[config.mk]
export PLATFORM = sky130hd
export DESIGN_NAME = pipelined_mcc_adder
export DESIGN_NICKNAME = d
export VERILOG_FILES = /design/src/rtl/pipelined_mcc_adder.sv
export SDC_FILE = /design/constraint.sdc
export NUM_CORES = 1
export LEC_CHECK = 0
export BUFFER_PORTS_ARGS = -buffer_cell sky130_fd_sc_hd__buf_2
export CORE_MARGIN = 4
export CORE_UTILIZATION = 57
export DETAILED_ROUTE_END_ITERATION = 12
export GPL_ROUTABILITY_DRIVEN = 1
export PLACE_DENSITY = 0.76
export SYNTH_ARGS = -nofsm -noshare
export SYNTH_HDL_FRONTEND = slang
export SYNTH_SLANG_ARGS = --single-unit
[constraint.sdc]
create_clock -name clk -period 4.5 [get_ports clk]
set_clock_uncertainty 0.05 [all_clocks]
set_input_delay 0.225 -clock clk [delete_from_list [all_inputs] [get_ports clk]]
set_output_delay 0.225 -clock clk [all_outputs]
set_load 0.02 [all_outputs]
[src/rtl/pipelined_mcc_adder.sv]
// Pipelined Manchester-carry-chain adder with valid/ready stage handshake.
// Optional MCC_SUB_EN adds in_sub for a - b via operand inversion at entry.
module pipelined_mcc_adder #(
  parameter int WIDTH            = 32,
  parameter int GROUP            = 4,
  parameter int GROUPS_PER_STAGE = 2
) (
  input  logic             clk,
  input  logic             rst_n,
  input  logic             in_valid,
  output logic             in_ready,
  input  logic [WIDTH-1:0] in_a,
  input  logic [WIDTH-1:0] in_b,
  input  logic             in_cin,
`ifdef MCC_SUB_EN
  input  logic             in_sub,
`endif
  output logic             out_valid,
  input  logic             out_ready,
  output logic [WIDTH:0]   out_sum
);

  localparam int NGRP    = WIDTH / GROUP;
  localparam int GPS     = GROUPS_PER_STAGE;
  localparam int NSTAGES = (NGRP + GPS - 1) / GPS;
  localparam int NOPS    = (NSTAGES > 1) ? NSTAGES - 1 : 1;

  // One group: active-low carry chain, sum = P xnor _c[i-1]
  function automatic logic [GROUP:0] mcc_group(
    input logic [GROUP-1:0] a,
    input logic [GROUP-1:0] b,
    input logic             ci
  );
    logic             nc;
    logic             p;
    logic             g;
    logic [GROUP-1:0] s;
    nc = ~ci;
    s  = '0;
    for (int i = 0; i < GROUP; i++) begin
      p    = a[i] ^ b[i];
      g    = a[i] & b[i];
      s[i] = ~(p ^ nc);
      nc   = g ? 1'b0 : (p ? nc : 1'b1);
    end
    return {~nc, s};
  endfunction

  logic [NSTAGES-1:0] v;
  logic [NSTAGES-1:0] load;
  logic [NSTAGES-1:0] vi;
  logic [WIDTH-1:0]   sq    [NSTAGES];
  logic               cq    [NSTAGES];
  logic [WIDTH-1:0]   op_a  [NOPS];
  logic [WIDTH-1:0]   op_b  [NOPS];
  logic [WIDTH-1:0]   a_in  [NSTAGES];
  logic [WIDTH-1:0]   b_in  [NSTAGES];
  logic [WIDTH-1:0]   s_in  [NSTAGES];
  logic               c_in  [NSTAGES];
  logic [WIDTH-1:0]   s_nxt [NSTAGES];
  logic               c_nxt [NSTAGES];
  logic [WIDTH-1:0]   b0;
  logic               c0;
  logic               l;

`ifdef MCC_SUB_EN
  assign b0 = in_sub ? ~in_b : in_b;
  assign c0 = in_sub | in_cin;
`else
  assign b0 = in_b;
  assign c0 = in_cin;
`endif

  always_comb begin
    a_in[0] = in_a;
    b_in[0] = b0;
    c_in[0] = c0;
    s_in[0] = '0;
    vi[0]   = in_valid;
    for (int k = 1; k < NSTAGES; k++) begin
      a_in[k] = op_a[k-1];
      b_in[k] = op_b[k-1];
      c_in[k] = cq[k-1];
      s_in[k] = sq[k-1];
      vi[k]   = v[k-1];
    end
  end

  always_comb begin
    logic [GROUP:0] r;
    logic           c;
    int             gi;
    r  = '0;
    c  = 1'b0;
    gi = 0;
    for (int k = 0; k < NSTAGES; k++) begin
      c        = c_in[k];
      s_nxt[k] = s_in[k];
      for (int j = 0; j < GPS; j++) begin
        gi = k * GPS + j;
        if (gi < NGRP) begin
          r = mcc_group(a_in[k][gi*GROUP +: GROUP],
                        b_in[k][gi*GROUP +: GROUP], c);
          s_nxt[k][gi*GROUP +: GROUP] = r[GROUP-1:0];
          c = r[GROUP];
        end
      end
      c_nxt[k] = c;
    end
  end

  // Load enables ripple back from the output; empty stages always load
  always_comb begin
    load = '0;
    l    = !v[NSTAGES-1] || out_ready;
    load[NSTAGES-1] = l;
    for (int k = NSTAGES - 2; k >= 0; k--) begin
      l       = !v[k] || l;
      load[k] = l;
    end
  end

  always_ff @(posedge clk or negedge rst_n) begin
    if (!rst_n) begin
      v <= '0;
      for (int k = 0; k < NSTAGES; k++) begin
        sq[k] <= '0;
        cq[k] <= 1'b0;
      end
      for (int k = 0; k < NOPS; k++) begin
        op_a[k] <= '0;
        op_b[k] <= '0;
      end
    end else begin
      for (int k = 0; k < NSTAGES; k++) begin
        if (load[k]) begin
          v[k] <= vi[k];
          if (vi[k]) begin
            sq[k] <= s_nxt[k];
            cq[k] <= c_nxt[k];
            if (k < NSTAGES - 1) begin
              op_a[k] <= a_in[k];
              op_b[k] <= b_in[k];
            end
          end
        end
      end
    end
  end

  assign in_ready  = load[0];
  assign out_valid = v[NSTAGES-1];
  assign out_sum   = {cq[NSTAGES-1], sq[NSTAGES-1]};

endmodule

==> results of run 1 <==
metal layers:
layer / wire length [um] / GRT usage [%] / vias to the layer above
li1: - / - / 1853
met1: 6040 / 26.1 / 2154
met2: 7050 / 33.8 / 86
met3: 622 / 4.45 / 19
met4: 205 / 7.06 / 0
met5: 0 / 0 / -
layout make-up:
class	count	share of cell area (%)
inverters	18	0.720
well taps	176	2.35
clock inverters	11	1.31
flip-flops and latches	184	49.1
repair buffers	156	11.1
clock buffers	21	4.91
multi-input cells	229	30.5
how the worst max path moves through the flow:
stage | end | slack, ns | depth (start not counted)
2_1_floorplan | s_in[23] | 0.70 | 10
3_3_place_gp | s_in[23] | 0.57 | 10
3_5_place_dp | out_sum[31] | 0.46 | 10
4_1_cts | out_sum[31] | 0.43 | 10
5_1_grt | s_in[23] | 0.31 | 10
6_report | out_sum[31] | 0.47 | 10
state kept, by name, summed over array words and instances, names as in the netlist:
| register | flops |
|---|---|
| c_in | 3 |
| a_in | 48 |
| v | 4 |
| s_in | 48 |
| b_in | 48 |
| out_sum | 33 |
report_power, final:
part | leakage (nW) | switching (mW) | internal (mW)
clock network | 0.275 | 0.609 | 0.847
registers | 2.15 | 0.337 | 2.24
logic | 1.84 | 0.733 | 0.866
total | 4.26 | 1.68 | 3.95
stage by stage:
step | setup slack [ns] | hold WS [ns] | std cells
2_1_floorplan | 0.703 | -0.121 | 449
3_5_place_dp | 0.458 | 0.319 | 714
3_3_place_gp | 0.572 | 0.310 | 714
5_1_grt | 0.314 | 0.00156 | 795
6_report | 0.471 | 0.0157 | 795
4_1_cts | 0.431 | 0.00917 | 795
cell usage after synthesis, types with 4 or more instances:
library cell and count:
inv_1 18, buf_2 13, nand2b_1 4, mux2_4 28
o21ai_0 6, mux2i_1 5, fa_1 32, mux2_2 143
nand2_1 5, buf_6 4, dfrtp_1 184
timing repair:
action                                  CTS  global route
endpoints found under the hold margin   145             0
endpoints found under the setup margin    0             0
hold buffers                             49             0
logic make-up after synthesis:
logic type / count (synthesis) / synth area share [%]
muxes: 176 / 27.2
and+or+nand+nor: 12 / 0.967
DFF: 184 / 60.3
adders and majority gates: 32 / 8.39
buffers and inverters: 36 / 2.42
AOI/OAI and AO/OA: 9 / 0.688
==> impl_metrics.json, run 1 <==
{
  "synth-main-ff-cell": "dfrtp_1",
  "gp_congestion": 0.777,
  "die_h_um": 124,
  "yosys.area.top_type": "dfrtp_1",
  "cts_setup_buffers": 0,
  "grt_pass1_vias": 4611,
  "grt_max_degree": 100,
  "synth-edff-count": 0,
  "dr.pass1.iters": 4,
  "cp_top_family": "adder cells",
  "status": "complete, no violations",
  "power_mw": 5.63,
  "slowest_delay_ns": 0.44,
  "fin_area_um2": 9380,
  "path_buf_inv": 1,
  "rows": 42,
  "min_period_ns": 4.03,
  "p_leak_nw": 4.26,
  "tns_ns": 0,
  "synth.net_count": 550,
  "timing.fmax_mhz": 248,
  "numCtsBuffers": 17,
  "ys_types": 18,
  "path_cells": "fa_1 > fa_1 > fa_1 > fa_1 > fa_1 > fa_1 > fa_1 > inv_1 > fa_1 > mux2i_1",
  "cts_tree": "built",
  "r2r-start": "a_in[24]",
  "clockBufferDepth": 2,
  "synth_area_leaders": "dfrtp_1 (60%), mux2_2 (21%), fa_1 (8.4%)",
  "syn_avg_cell_area_um2": 17.0,
  "num_vias": 4112,
  "hold_violations": 0,
  "crit_path_max_fanout": 2,
  "cts.sinks": 184,
  "routedWlPerCell_um": 17.5,
  "crit_path_end_kind": "flip-flop",
  "drive_above_1_share_pct": 50.6,
  "die_w_um": 124,
  "final_cell_mix": "dfrtp_1 (184), mux2_2 (143), buf_2 (102), dlygate4sd3_1 (49), fa_1 (32)",
  "p_per_area_nw_per_um2": 600,
  "setup_viol": 0,
  "netlist_area_um2": 7640,
  "grt_pass1_wl_um": 23200,
  "ys_async_sr_fraction_pct": 100,
  "multiInputGateArea_um2": 2860,
  "final_util_pct": 71.1,
  "yosysTopAreaCellShare_pct": 60.3,
  "seq_area_frac_synth_pct": 60.3,
  "ant_nets": 0,
  "timing.slew.headroom_pct": 28.1,
  "grt_use_total_pct": 20.1,
  "min_from": "in_b[28]",
  "hold_depth": 2,
  "worstSetupStartpoint": "a_in[24]",
  "n_antenna_cell": 0,
  "synthCells": 449,
  "period_share_pct": 89.5,
  "syn_to_final_growth_pct": 22.9,
  "r2r_end": "out_sum[31]",
  "yosys_warnings": 0,
  "register_area_um2": 4600,
  "synth-seq-cells": 184,
  "arrival_ns": 4.31,
  "placedInstanceArea_um2": 8310,
  "r2r_cells": 10,
  "hpwl_um": 9080,
  "worstPathRequired_ns": 4.78,
  "cts_root_buffer": "clkbuf_16",
  "fillers": 818,
  "die-area_um2": 15300,
  "via_per_inst": 5.17,
  "rsz0062_at_grt": "no",
  "port_buffers": 103,
  "worstMarginPinSlew_ns": 1.08,
  "start_util_pct": 57.9,
  "hold_class": "in2reg",
  "cts_resized": 0,
  "grt.overflow.total": 0,
  "routed_wl_um": 13900,
  "drv_cap": 0,
  "drtIter0Drc": 142,
  "path_clk_slew_ns": 0.07,
  "whs_endpoint": "b_in[92]",
  "cts-htree-levels": 4,
  "crit_top_cell": "fa_1",
  "path_class": "reg2reg",
  "rrSetupSlack_ns": 0.47,
  "slew_viol_final": 0,
  "fin_nets": 707,
  "io-pin-count": 104,
  "critPathLaunchType": "flip-flop",
  "post-route-drc-count": 0,
  "core_region_area_um2": 13200,
  "vdd_ir_drop_max_v": 0.000298,
  "final_common_cell": "dfrtp_1",
  "insertion_delay_ns": 0.42,
  "cp_slowest_cell": "fa_1",
  "antenna_found_initial": 0
}
No activity file was read; power rests on OpenSTA's default activity.
==> run 2, diff against run 1 <==
REMOVE_ABC_BUFFERS = 1   (was default)
==> run 2 against run 1 <==
Clock-buffer cell count decreased by 3. Critical endpoint is now s_in[23]. Global-route usage decreased by 1.3 points. Largest cell class unchanged. Largest power group unchanged. Register-to-register slack about the same. Flip-flop and latch count unchanged. Highest routed layer is now met5. Core utilization about the same.
==> impl_metrics.json, run 2 (synthesis results as in run 1) <==
{
  "routed_wl_um": 13400,
  "num_vias": 4060,
  "crit_path_max_fanout": 2,
  "setup_viol": 0,
  "finalWorstSetupSlack_ns": 0.483,
  "post-route-drc-count": 0,
  "ant_nets": 0,
  "timing.fmax_mhz": 249,
  "min_period_ns": 4.02,
  "antenna_found_initial": 1,
  "use_met1_pct": 24.1,
  "multiInputGateArea_um2": 2860,
  "final_util_pct": 71.1,
  "cts-htree-levels": 4,
  "drive_above_1_share_pct": 50.7,
  "grt_max_degree": 136,
  "gp_congestion": 0.790,
  "fin_nets": 707,
  "start_util_pct": 57.9,
  "routedWlPerCell_um": 16.8,
  "timing.slew.headroom_pct": 24.0,
  "via_per_inst": 5.11,
  "cts.sinks": 184,
  "clkPwrFrac_pct": 25.2,
  "grt_use_total_pct": 18.9,
  "p_per_area_nw_per_um2": 592,
  "arrival_ns": 4.31,
  "rows": 42,
  "die_w_um": 124,
  "numCtsBuffers": 17,
  "final_cell_mix": "dfrtp_1 (184), mux2_2 (143), buf_2 (102), dlygate4sd3_1 (50), fa_1 (32)",
  "power_frac_comb_pct": 28.5,
  "n_antenna_cell": 0,
  "p_int_mw": 3.88,
  "cts_resized": 0,
  "hold_violations": 0,
  "fin_cells": 795,
  "port_buffers": 103,
  "switching_share_pct": 30.2,
  "drv_cap": 0,
  "path_class": "reg2reg",
  "drtIter0Drc": 215,
  "rsz0062_at_grt": "no",
  "insertion_delay_ns": 0.43,
  "status": "complete, no violations",
  "dp_slack_ns": 0.485,
  "cts_tree": "built",
  "clockBufferDepth": 2,
  "power_mw": 5.56,
  "cts_setup_buffers": 0,
  "die-area_um2": 15300,
  "hold_class": "in2reg",
  "slew_viol_final": 0,
  "grt_pass1_vias": 4434,
  "grt.overflow.total": 0,
  "grt_pass1_wl_um": 21800,
  "hpwl_um": 8490,
  "p_leak_nw": 4.25,
  "path_clk_slew_ns": 0.07,
  "syn_to_final_growth_pct": 22.8,
  "grt_util_met2_pct": 31.1,
  "hold_buffers": 50,
  "crit_path_end_kind": "flip-flop",
  "vdd_ir_drop_max_v": 0.000343,
  "period_share_pct": 89.3,
  "dr.pass1.iters": 4,
  "die_h_um": 124,
  "core_region_area_um2": 13200,
  "critPathLaunchType": "flip-flop",
  "worstPathRequired_ns": 4.80,
  "placedInstanceArea_um2": 8310,
  "register_area_um2": 4600,
  "worstMarginPinSlew_ns": 1.14,
  "final_common_cell": "dfrtp_1",
  "cts_root_buffer": "clkbuf_16",
  "fin_area_um2": 9380,
  "tns_ns": 0,
  "busiest_layer": "met2",
  "met3_usage_pct": 5.04,
  "power.share.sequential_pct": 46.3,
  "holdWs_ns": 0.0841,
  "io-pin-count": 104,
  "fillers": 865,
  "power.switching_mw": 1.68,
  "place_inst": 713
}
[run 2: cell count changes in the layout (fill, tap and decap cells not counted), sizes merged]
cell         before  now
dlygate4sd3      49   50
clkbuf           22   19
buf             106  105
clkinv            4    5
clkinvlp          4    7
bufinv            2    1
[run 2: power by group through the flow]
stage               clock [mW]  sequential, mW  combinational (mW)
detailed placement           0            2.61                1.57
CTS                       1.43            2.58                1.62
floorplan                    0            2.70               0.932
finish                    1.40            2.57                1.58
global placement             0            2.57                1.50
global route              1.50            2.64                1.75
[run 2: path summary, 6_finish.rpt]
check	from	to	slack, ns	cells after the start
max	a_in[48]	s_in[23]	0.48	10
min	out_ready	v[3]	0.08	3
max reg2reg	a_in[48]	s_in[23]	0.48	10
min reg2reg	s_in[41]	s_in[9]	0.45	1
max in group asynchronous	rst_n	b_in[92]	2.65	3
min in group asynchronous	rst_n	a_in[92]	0.45	2
[run 2: final cells by class]
class                   count  area share [%]
clock buffers              18            4.68
clock inverters            14            1.36
inverters                  18           0.720
multi-input cells         229            30.5
flip-flops and latches    184            49.1
well taps                 176            2.35
repair buffers            156            11.3
[run 2: per-layer routing]
metal	part of all wire, %	routed length (um)
met2	52	6890
met1	43	5760
met5	0.090	12
met4	1.9	253
met3	3.5	467
[run 2: critical path: stages (launching register included)]
cell	delay (ns)
dfrtp_1	0.40
fa_1	0.46
fa_1	0.41
fa_1	0.39
fa_1	0.40
fa_1	0.42
fa_1	0.39
fa_1	0.37
inv_1	0.08
fa_1	0.40
a31oi_1	0.16
==> run 3, diff against run 2 <==
CELL_PAD_IN_SITES_DETAIL_PLACEMENT = 1   (was default)
CELL_PAD_IN_SITES_GLOBAL_PLACEMENT = 1   (was default)
CORE_UTILIZATION = 48   (was 57)
==> run 3 against run 2 <==
Clock power is 11% higher. Maximum frequency down 4.1%. Critical endpoint is now s_in[47]. Largest cell class unchanged. Critical path type unchanged. Register-to-register slack worse by 0.17 ns. Critical path depth unchanged. Cell area is 0.97% higher.
==> impl_metrics.json, run 3 (synthesis results as in run 1) <==
{
  "routed_wl_um": 15300,
  "power.share.sequential_pct": 44.7,
  "worstPathRequired_ns": 4.77,
  "cts_resized": 0,
  "final_cell_mix": "dfrtp_1 (184), mux2_2 (143), buf_2 (102), dlygate4sd3_1 (49), fa_1 (32)",
  "die_w_um": 134,
  "fin_cells": 829,
  "min_period_ns": 4.19,
  "final_util_pct": 61.6,
  "place_inst": 749,
  "clkPwrFrac_pct": 26.9,
  "power_frac_comb_pct": 28.3,
  "die_h_um": 134,
  "die-area_um2": 18000,
  "post-route-drc-count": 0,
  "path_clk_slew_ns": 0.07,
  "tns_ns": 0,
  "grt_pass1_wl_um": 25800,
  "grt.overflow.total": 0,
  "n_antenna_cell": 0,
  "p_leak_nw": 4.29,
  "switching_share_pct": 29.9,
  "timing.slew.headroom_pct": 25.2,
  "start_util_pct": 49.7,
  "grt_max_degree": 108,
  "dr.pass1.iters": 4,
  "io-pin-count": 104,
  "core_region_area_um2": 15400,
  "drtIter0Drc": 136,
  "hold_violations": 0,
  "syn_to_final_growth_pct": 24.0,
  "ant_nets": 0,
  "grt_use_total_pct": 18.5,
  "setup_viol": 0,
  "final_common_cell": "dfrtp_1",
  "slew_viol_final": 0,
  "finalWorstSetupSlack_ns": 0.309,
  "dp_slack_ns": 0.427,
  "insertion_delay_ns": 0.43,
  "rrSetupSlack_ns": 0.31,
  "worstMarginPinSlew_ns": 1.12,
  "antenna_found_initial": 1,
  "drive_above_1_share_pct": 50.8,
  "cts-htree-levels": 4,
  "p_per_area_nw_per_um2": 611,
  "arrival_ns": 4.47,
  "timing.fmax_mhz": 239,
  "rows": 45,
  "hold_class": "in2reg",
  "crit_path_end_kind": "flip-flop",
  "via_per_inst": 5.01,
  "gp_congestion": 0.769,
  "clockBufferDepth": 2,
  "cts_root_buffer": "clkbuf_16",
  "cts.sinks": 184,
  "power_mw": 5.78,
  "port_buffers": 103,
  "status": "complete, no violations",
  "num_vias": 4157,
  "cts_tree": "built",
  "p_int_mw": 4.05,
  "path_class": "reg2reg",
  "grt_pass1_vias": 4923,
  "hpwl_um": 9440,
  "rsz0062_at_grt": "no",
  "routedWlPerCell_um": 18.5,
  "crit_path_max_fanout": 2,
  "vdd_ir_drop_max_v": 0.000319,
  "critPathLaunchType": "flip-flop",
  "fin_nets": 707,
  "numCtsBuffers": 17,
  "drv_cap": 0,
  "power.switching_mw": 1.73,
  "period_share_pct": 93.1
}
-- run 3: cell types whose count changed in the layout (fill, tap and decap cells not counted), sizes merged --
cell	change
buf	+1
bufinv	+3
clkinvlp	-5
dlygate4sd3	-1
clkinv	+1
-- run 3: final cells by class --
type                       count  area [um2]
sequential                   184        4600
timing repair buffer         156        1060
inverter                      18        67.6
tap                          211         264
multi-input combinational    229        2860
clock buffer                  18         439
fill                        1412        5900
clock inverter                13         178
-- run 3: final timing paths --
path / from / endpoint / depth (start not counted)
worst min register to register: s_in[7] / out_sum[7] / 1
max in group asynchronous: rst_n / s_in[20] / 3
worst max-delay path: a_in[72] / s_in[47] / 10
worst min-delay path: in_b[23] / b_in[87] / 2
min in group asynchronous: rst_n / s_in[67] / 2
worst max register to register: a_in[72] / s_in[47] / 10
-- run 3: layer usage --
metal	track usage [%]	vias up	part of all wire, %
met5	0	-	0.078
met1	22.1	2212	40
met2	32.9	72	55
met3	4.76	18	3.2
met4	6.17	2	1.6
li1	-	1853	-
-- run 3: worst max-delay path, stage by stage, from the launching register on --
cell	delay [ns]
dfrtp_1	0.40
fa_1	0.44
fa_1	0.41
fa_1	0.41
fa_1	0.40
fa_1	0.41
fa_1	0.43
fa_1	0.39
inv_1	0.09
fa_1	0.42
o21ai_0	0.23
-- run 3: repair_timing --
action / in CTS / in global routing
setup buffers: 0 / 0
endpoints found under the hold margin: 153 / 0
hold buffers: 49 / 0
-- run 3: metrics by stage --
stage	hold WS, ns	cell area [um2]
after global placement	0.322	8370
final	0.0268	9470
after global routing	0.0114	9470
after floorplan	-0.121	7520
after detailed placement	0.341	8370
after CTS	0.00960	9470
-- run 3: power by group through the flow --
stage	clock network, mW	logic (mW)	registers [mW]
after global routing	1.67	1.82	2.66
final	1.56	1.64	2.59
after global placement	0	1.52	2.58
after floorplan	0	0.932	2.70
after CTS	1.60	1.68	2.60
after detailed placement	0	1.60	2.62
